<file path="config.mk">
export PLATFORM = sky130hd
export DESIGN_NAME = ov7670_pattern_src
export DESIGN_NICKNAME = d
export VERILOG_FILES = /design/src/rtl/ov_src_pkg.sv /design/src/rtl/ov_src_crc16.sv /design/src/rtl/ov7670_pattern_src.sv
export SDC_FILE = /design/constraint.sdc
export NUM_CORES = 1
export LEC_CHECK = 0
export ABC_AREA = 1
export BUFFER_PORTS_ARGS = -buffer_cell sky130_fd_sc_hd__buf_4
export CORE_ASPECT_RATIO = 0.6
export CORE_MARGIN = 10
export CORE_UTILIZATION = 55
export DETAILED_ROUTE_END_ITERATION = 7
export GPL_TIMING_DRIVEN = 1
export PLACE_DENSITY_LB_ADDON = 0.3
export SYNTH_ARGS = -nofsm -noshare
export SYNTH_HDL_FRONTEND = slang
export SYNTH_SLANG_ARGS = --single-unit
</file>
<file path="constraint.sdc">
create_clock -name pclk -period 2.85 [get_ports pclk]
set_input_delay 0.57 -clock pclk [delete_from_list [all_inputs] [get_ports pclk]]
set_output_delay 0.57 -clock pclk [all_outputs]
set_load 0.01 [all_outputs]
</file>
<file path="src/rtl/ov_src_pkg.sv">
// Shared types, CRC constants and helpers for the OV7670-style DVP pattern source.
package ov_src_pkg;

  typedef enum logic [1:0] {
    MODE_HRAMP   = 2'd0,
    MODE_VRAMP   = 2'd1,
    MODE_CHECK   = 2'd2,
    MODE_BYTECNT = 2'd3
  } mode_t;

  typedef enum logic [1:0] {FP, SYNC, BP, ACTV} region_t;

  typedef enum logic {ST_IDLE, ST_RUN} state_t;

  localparam logic [15:0] CRC16_POLY = 16'h1021;
  localparam logic [15:0] CRC16_INIT = 16'hFFFF;

  // Region of a counter along one axis; regions follow each other as FP, SYNC, BP, ACTV.
  function automatic region_t axis_region(input int unsigned cnt, input int unsigned fp,
                                          input int unsigned sync_len, input int unsigned bp);
    if (cnt < fp) return FP;
    else if (cnt < fp + sync_len) return SYNC;
    else if (cnt < fp + sync_len + bp) return BP;
    else return ACTV;
  endfunction

  function automatic logic [15:0] crc16_byte(input logic [15:0] crc, input logic [7:0] data);
    logic [15:0] c;
    c = crc ^ {data, 8'h00};
    for (int i = 0; i < 8; i++) begin
      c = c[15] ? ((c << 1) ^ CRC16_POLY) : (c << 1);
    end
    return c;
  endfunction

endpackage

</file>
<file path="src/rtl/ov_src_crc16.sv">
// Byte-wide CRC-16-CCITT accumulator; clr restarts from CRC16_INIT and may absorb a byte the same cycle.
module ov_src_crc16
  import ov_src_pkg::*;
(
  input  logic        clk,
  input  logic        rst_n,
  input  logic        clr,
  input  logic        en,
  input  logic [7:0]  din,
  output logic [15:0] crc
);

  always_ff @(negedge clk or negedge rst_n) begin
    if (!rst_n) begin
      crc <= CRC16_INIT;
    end else if (clr) begin
      crc <= en ? crc16_byte(CRC16_INIT, din) : CRC16_INIT;
    end else if (en) begin
      crc <= crc16_byte(crc, din);
    end
  end

endmodule

</file>
<file path="src/rtl/ov7670_pattern_src.sv">
// DVP camera stand-in: hsync/vsync/href/D with programmable timing and test patterns, updated on falling pclk.
// Optional `define OV_SRC_CRC_EN adds a per-frame CRC-16-CCITT of the href bytes (frame_crc/crc_valid).
//
// state   | meaning
// ST_IDLE | counters held at 0, outputs at reset values, waiting for en at a frame boundary
// ST_RUN  | scanning h/v counters through one frame; en/mode re-sampled on the last cycle
module ov7670_pattern_src
  import ov_src_pkg::*;
#(
  parameter int unsigned H_ACTIVE        = 640,
  parameter int unsigned V_ACTIVE        = 480,
  parameter int unsigned BYTES_PER_PIXEL = 2,
  parameter int unsigned H_FP            = 16,
  parameter int unsigned H_SYNC          = 96,
  parameter int unsigned H_BP            = 48,
  parameter int unsigned V_FP            = 10,
  parameter int unsigned V_SYNC          = 2,
  parameter int unsigned V_BP            = 29
) (
  input  logic        pclk,
  input  logic        rst_n,
  input  logic        en,
  input  logic [1:0]  mode,
  output logic        hsync,
  output logic        vsync,
  output logic        href,
  output logic [7:0]  D,
  output logic        frame_start,
  output logic [15:0] frame_cnt
`ifdef OV_SRC_CRC_EN
  ,
  output logic [15:0] frame_crc,
  output logic        crc_valid
`endif
);

  localparam int unsigned H_ACT0      = H_FP + H_SYNC + H_BP;
  localparam int unsigned V_ACT0      = V_FP + V_SYNC + V_BP;
  localparam int unsigned LINE_LEN    = H_ACT0 + H_ACTIVE * BYTES_PER_PIXEL;
  localparam int unsigned FRAME_LINES = V_ACT0 + V_ACTIVE;

  state_t      state_q, state_nxt;
  mode_t       mode_q, mode_nxt;
  logic [15:0] h_cnt, v_cnt, h_nxt, v_nxt;
  logic        frame_done;
  logic        run_nxt, hsync_nxt, vsync_nxt, href_nxt, fs_nxt;
  logic [7:0]  d_nxt;
  region_t     h_rgn, v_rgn;
  logic [31:0] act_byte, pix_x, pix_y, byte_sel, pix;

  always_comb begin
    state_nxt  = state_q;
    mode_nxt   = mode_q;
    h_nxt      = h_cnt;
    v_nxt      = v_cnt;
    frame_done = 1'b0;
    case (state_q)
      ST_IDLE: begin
        h_nxt = '0;
        v_nxt = '0;
        if (en) begin
          state_nxt = ST_RUN;
          mode_nxt  = mode_t'(mode);
        end
      end
      ST_RUN: begin
        if (h_cnt == 16'(LINE_LEN - 1)) begin
          h_nxt = '0;
          if (v_cnt == 16'(FRAME_LINES - 1)) begin
            frame_done = 1'b1;
            v_nxt      = '0;
            if (en) mode_nxt = mode_t'(mode);
            else    state_nxt = ST_IDLE;
          end else begin
            v_nxt = v_cnt + 16'd1;
          end
        end else begin
          h_nxt = h_cnt + 16'd1;
        end
      end
      default: state_nxt = ST_IDLE;
    endcase

    // Outputs are decoded from the next position so they register together with the counters.
    run_nxt  = (state_nxt == ST_RUN);
    h_rgn    = axis_region(32'(h_nxt), H_FP, H_SYNC, H_BP);
    v_rgn    = axis_region(32'(v_nxt), V_FP, V_SYNC, V_BP);
    act_byte = 32'(h_nxt) - H_ACT0;
    pix_x    = act_byte / BYTES_PER_PIXEL;
    byte_sel = act_byte % BYTES_PER_PIXEL;
    pix_y    = 32'(v_nxt) - V_ACT0;
    case (mode_nxt)
      MODE_HRAMP: pix = pix_x;
      MODE_VRAMP: pix = pix_y;
      MODE_CHECK: pix = (pix_x[3] ^ pix_y[3]) ? '1 : '0;
      default:    pix = '0;
    endcase

    hsync_nxt = !(run_nxt && h_rgn == SYNC);
    vsync_nxt = run_nxt && v_rgn == SYNC;
    href_nxt  = run_nxt && h_rgn == ACTV && v_rgn == ACTV;
    fs_nxt    = run_nxt && v_nxt == 16'(V_FP) && h_nxt == 16'd0;
    d_nxt     = 8'h00;
    if (href_nxt) begin
      d_nxt = (mode_nxt == MODE_BYTECNT) ? act_byte[7:0]
                                         : 8'(pix >> (8 * (BYTES_PER_PIXEL - 1 - byte_sel)));
    end
  end

  always_ff @(negedge pclk or negedge rst_n) begin
    if (!rst_n) begin
      state_q     <= ST_IDLE;
      mode_q      <= MODE_HRAMP;
      h_cnt       <= '0;
      v_cnt       <= '0;
      hsync       <= 1'b1;
      vsync       <= 1'b0;
      href        <= 1'b0;
      D           <= 8'h00;
      frame_start <= 1'b0;
      frame_cnt   <= '0;
    end else begin
      state_q     <= state_nxt;
      mode_q      <= mode_nxt;
      h_cnt       <= h_nxt;
      v_cnt       <= v_nxt;
      hsync       <= hsync_nxt;
      vsync       <= vsync_nxt;
      href        <= href_nxt;
      D           <= d_nxt;
      frame_start <= fs_nxt;
      if (frame_done) frame_cnt <= frame_cnt + 16'd1;
    end
  end

`ifdef OV_SRC_CRC_EN
  logic        frame_begin;
  logic [15:0] crc_acc;

  // Accumulator is fed the next byte, so it already holds the whole frame when frame_done fires.
  assign frame_begin = en && (state_q == ST_IDLE || frame_done);

  ov_src_crc16 u_crc (
    .clk   (pclk),
    .rst_n (rst_n),
    .clr   (frame_begin),
    .en    (href_nxt),
    .din   (d_nxt),
    .crc   (crc_acc)
  );

  always_ff @(negedge pclk or negedge rst_n) begin
    if (!rst_n) begin
      frame_crc <= 16'h0000;
      crc_valid <= 1'b0;
    end else begin
      crc_valid <= frame_done;
      if (frame_done) frame_crc <= crc_acc;
    end
  end
`endif

endmodule

</file>
# ---- Word level (Yosys, flattened, before mapping)
# Index checks and enable logic that the tools add are counted.
dict set report totals {
  in_bits 5
  mem_count 0
  latchBits 0
  reg_bits 63
  elab_cells 70
  mem_bits_rw 0
  romBits 0
  out_inout_bits 28
}
dict set report op_classes {
  shift 1
  div_mod_pow 0
  eq_ne 10
  mul 0
  n_reduce_logical 9
  add_sub_neg 6
  magnitude_cmp 6
  n_mux 26
  bitwise 2
}
# cell n
set op_table {}
lappend op_table {{32-bit case mux with 3 select lines} 1}
lappend op_table {{16-bit case mux with 2 select lines} 2}
lappend op_table {{16-bit by 1-bit adder with 16-bit output, second input constant} 3}
lappend op_table {{16-bit 2-to-1 mux} 3}
lappend op_table {{16-bit by 4-bit < comparator with 1-bit output, second input constant} 2}
lappend op_table {{32-bit 2-to-1 mux} 1}
lappend op_table {{32-bit by 32-bit right shift with 8-bit output} 1}
lappend op_table {{16-bit by 6-bit subtractor with 17-bit output, second input constant} 1}
lappend op_table {{16-bit by 8-bit subtractor with 17-bit output, second input constant} 1}
lappend op_table {{16-bit by 10-bit == test with 1-bit output, second input constant} 1}
lappend op_table {{16-bit by 11-bit == test with 1-bit output, second input constant} 1}
lappend op_table {{16-bit by 4-bit == test with 1-bit output, second input constant} 1}
lappend op_table {{16-bit zero test} 1}
lappend op_table {{16-bit by 5-bit < comparator with 1-bit output, second input constant} 1}
lappend op_table {{16-bit by 6-bit < comparator with 1-bit output, second input constant} 1}
lappend op_table {{16-bit by 7-bit < comparator with 1-bit output, second input constant} 1}
lappend op_table {{16-bit by 8-bit < comparator with 1-bit output, second input constant} 1}
lappend op_table {{8-bit 2-to-1 mux} 2}
lappend op_table {{2-bit 2-to-1 mux} 7}
lappend op_table {{2-bit == test, second input constant} 4}
lappend op_table {{1-bit 2-to-1 mux} 8}
lappend op_table {{2-bit by 1-bit == test with 1-bit output, second input constant} 3}
lappend op_table {{1-bit logical AND} 6}
lappend op_table {{2-bit case mux with 2 select lines} 1}
lappend op_table {{6 further kinds} 6}

# ---- Depth between registers and ports, before layout
dict set report depth {
  word_depth 11
  mapped_depth 21
}

==> results.toml <==
[setup_path]
worst_path_max_delay_cell = "dfstp_2"
cp_top_family = "flip-flops"
worst_setup_path_end_kind = "output port"
worstReg2RegEnd = "D[6]"
max_stage_delay_ns = 0.52
critical_path_required_ns = 2.28
crit_chain = "buf_6"
r2r-start = "h_cnt[0]"
cp_max_fo = 1
arrival_ns = 2.42
rr_worst_depth = 20
critPathKind = "reg2out"
crit_buf_inv = 1
critPathLaunchType = "register"
path_depth = 1
rrSetupSlack_ns = 0.12

[synth]
synth_ff_type = "dfrtn_1"
ys_seq_elements = 63
syn_avg_cell_area_um2 = 6.725
synth_top_family_by_area = "simple AND/OR/NAND/NOR gates"
synthAdderAreaFrac_pct = 1.879
synth_compound_area_share_pct = 7.007
synth-xor-area-share_pct = 4.322
synth_edf_count = 0
synth_seq_area_share_pct = 33.85
synth_cell_types = 44
syn_inst = 693
synth_nets = 705
ys_warn_count = 0
synth_mux_area_share_pct = 0.2416
syn_area_um2 = 4661
synthSimpleGateAreaFrac_pct = 42.63
async_reset_ff_share_pct = 100.0

[job]
maxCapViolations = 0

[clocking]
cts_tree = "done"
clkTransAtPathRegs_ns = 0.04
clk_latency_ns = 0.38
htreeDepth = 3
cts_root_buf = "clkbuf_16"
cts_made_buffers = 9
clock_path_buffers = 2
clock-sinks = 63

[layout]
diodes = 0
syn_to_final_growth_pct = 29.69
fillers = 602
nets = 794
stdcell_area_um2 = 6045
fin_util_pct = 74.90
drive_above_1_share_pct = 28.08

[timing]
setup_ws_ns = -0.1390
setup_viol = 31
worst_slew_pin_slew_ns = 0.5098
slew_viol_final = 0
final.setup.tns_ns = -1.269
slew_headroom_pct = 65.73
finalHoldViolations = 0
fin_worst_skew_ns = 0.04574
rsz0062_at_grt = "true"

[die]
die_y_um = 91.31
die_w_um = 138.8
io-pin-count = 33
start_util_pct = 57.75
die_area_um2 = 12680
core_um2 = 8070
rows = 25

[routing]
drt.antenna.violating_nets = 0
post_drt_wl_per_cell_um = 17.84
vias_per_cell = 5.678
first_pass_iters = 6
drc_errors = 0
via_count = 5082
drt_wl_total_um = 15970
drt_iter0_drc = 824

[place]
port_buffers = 32
gp_congestion = 1.015
place_area_um2 = 5228
hpwl_um = 12070

[power]
power_mw = 2.008
power.leakage_nw = 3.216
irDropWorstVdd_mv = 0.2555
power_density_nw_per_um2 = 332.3

[global_route]
grt_pass1_vias = 4492
grt_max_degree = 30
antenna_found_initial = 0
grt_pass1_wl_um = 24270
track_usage_pct = 23.81
grt.overflow.total = 0

[min_path]
min_path_cells = 2
min_from = "frame_cnt[2]"
min_path_type = "reg2reg"
holdPathEnd = "frame_cnt[2]"

[run_status]
violations = "negative setup slack"
status = "finished with violations"
## area by class of cell
cell class	instances	area, um^2	share of cell area [%]
repair buffers	85	752.0	12.44
well taps	108	135.1	2.236
inverters	108	424.2	7.017
clock inverters	6	27.53	0.4554
flip-flops and latches	63	1578	26.10
multi-input cells	514	2875	47.57
clock buffers	11	252.7	4.181
## routing by layer
layer / global-route usage, % / up-vias / share of wire (%)
met1: 35.31 / 2369 / 46
met2: 29.25 / 309 / 38
met5: 0 / - / 0
met4: 7.180 / 0 / 1.6
met3: 10.40 / 28 / 15
li1: - / 2376 / -
## cells by family (layout without fill, tap and decap cells)
logic type               Yosys count  count (layout)
AO/OA/AOI/OAI                     56              56
XOR/XNOR                          23              23
adder cells (fa/ha/maj)            7               7
buffers and inverters            117             210
flip-flops                        63              63
multiplexers                       1               1
AND/OR/NAND/NOR                  426             427
## through the flow
stage / setup WS, ns / instances / hold WS (ns)
2_1_floorplan: -0.1448 / 693 / 0.4481
3_3_place_gp: -0.4451 / 852 / 0.4241
3_5_place_dp: -0.4814 / 852 / 0.4375
4_1_cts: -0.1461 / 887 / 0.4592
5_1_grt: -0.1599 / 895 / 0.5730
6_report: -0.1390 / 895 / 0.5330
## sequential cells by signal (all words and copies together) (netlist names)
signal and flops:
state_q 1, frame_cnt 16, hsync 1, href 1, vsync 1, frame_start 1
mode_q 2, D 8, v_cnt 16, h_cnt 16
## Yosys cell counts (2+ instances only)
library cell / number / area [um^2]
buf_6: 2 / 22.52
a21oi_1: 15 / 75.07
nor2_1: 79 / 296.5
nand2_2: 12 / 75.07
nor4_1: 2 / 12.51
buf_4: 2 / 15.01
nand3_1: 78 / 390.4
ha_1: 7 / 87.58
inv_1: 88 / 330.3
xnor2_1: 7 / 61.31
nand3_2: 8 / 80.08
nand4_1: 16 / 100.1
inv_2: 18 / 67.56
o21ai_0: 24 / 120.1
nor2_4: 6 / 67.56
xor2_1: 16 / 140.1
o21ai_4: 2 / 32.53
dfrtn_1: 62 / 1551
o21ai_1: 11 / 55.05
buf_2: 3 / 15.01
nand2_1: 194 / 728.2
nor2_2: 12 / 75.07
nor3_1: 8 / 40.04
## worst max path at each step
stage,startpoint,to
6_report,hsync,hsync
5_1_grt,hsync,hsync
4_1_cts,hsync,hsync
3_5_place_dp,en,D[5]
3_3_place_gp,en,D[3]
2_1_floorplan,en,D[1]
## what timing repair did
action / CTS / global route
pin swaps: 12 / 20
resized for setup: 27 / 54
endpoints found under the setup margin: 32 / 39
hold buffers: 0 / 0
setup buffers: 19 / 8
cloned: 1 / 0
endpoints found under the hold margin: 0 / 0
## where the power goes
group	internal, mW	leakage [nW]	switching [mW]
logic	0.0296	2.22	0.0516
registers	0.902	0.849	0.000513
clock network	0.627	0.152	0.398
total	1.56	3.22	0.450
## cells in the final DEF, fill, tap and decap left out, types with 3 or more instances in the layout
cell type | netlist | routed
nor2_1 | 79 | 73
a21oi_2 | 1 | 6
buf_6 | 2 | 17
nand2_1 | 194 | 182
buf_12 | 0 | 4
nor2_2 | 12 | 13
nand4_1 | 16 | 16
nand3_1 | 78 | 68
nand3_2 | 8 | 16
o21ai_2 | 0 | 6
o21ai_0 | 24 | 21
xnor2_1 | 7 | 7
inv_2 | 18 | 20
nand2_2 | 12 | 21
o21ai_1 | 11 | 8
inv_1 | 88 | 86
nand3_4 | 1 | 3
dfrtn_1 | 62 | 62
clkbuf_16 | 0 | 9
nor3_1 | 8 | 7
xor2_1 | 16 | 16
buf_4 | 2 | 64
a21oi_1 | 15 | 10
ha_1 | 7 | 6
nor2_4 | 6 | 12
clkinv_2 | 1 | 5
Note: power is estimated with default switching activity, not from simulation.
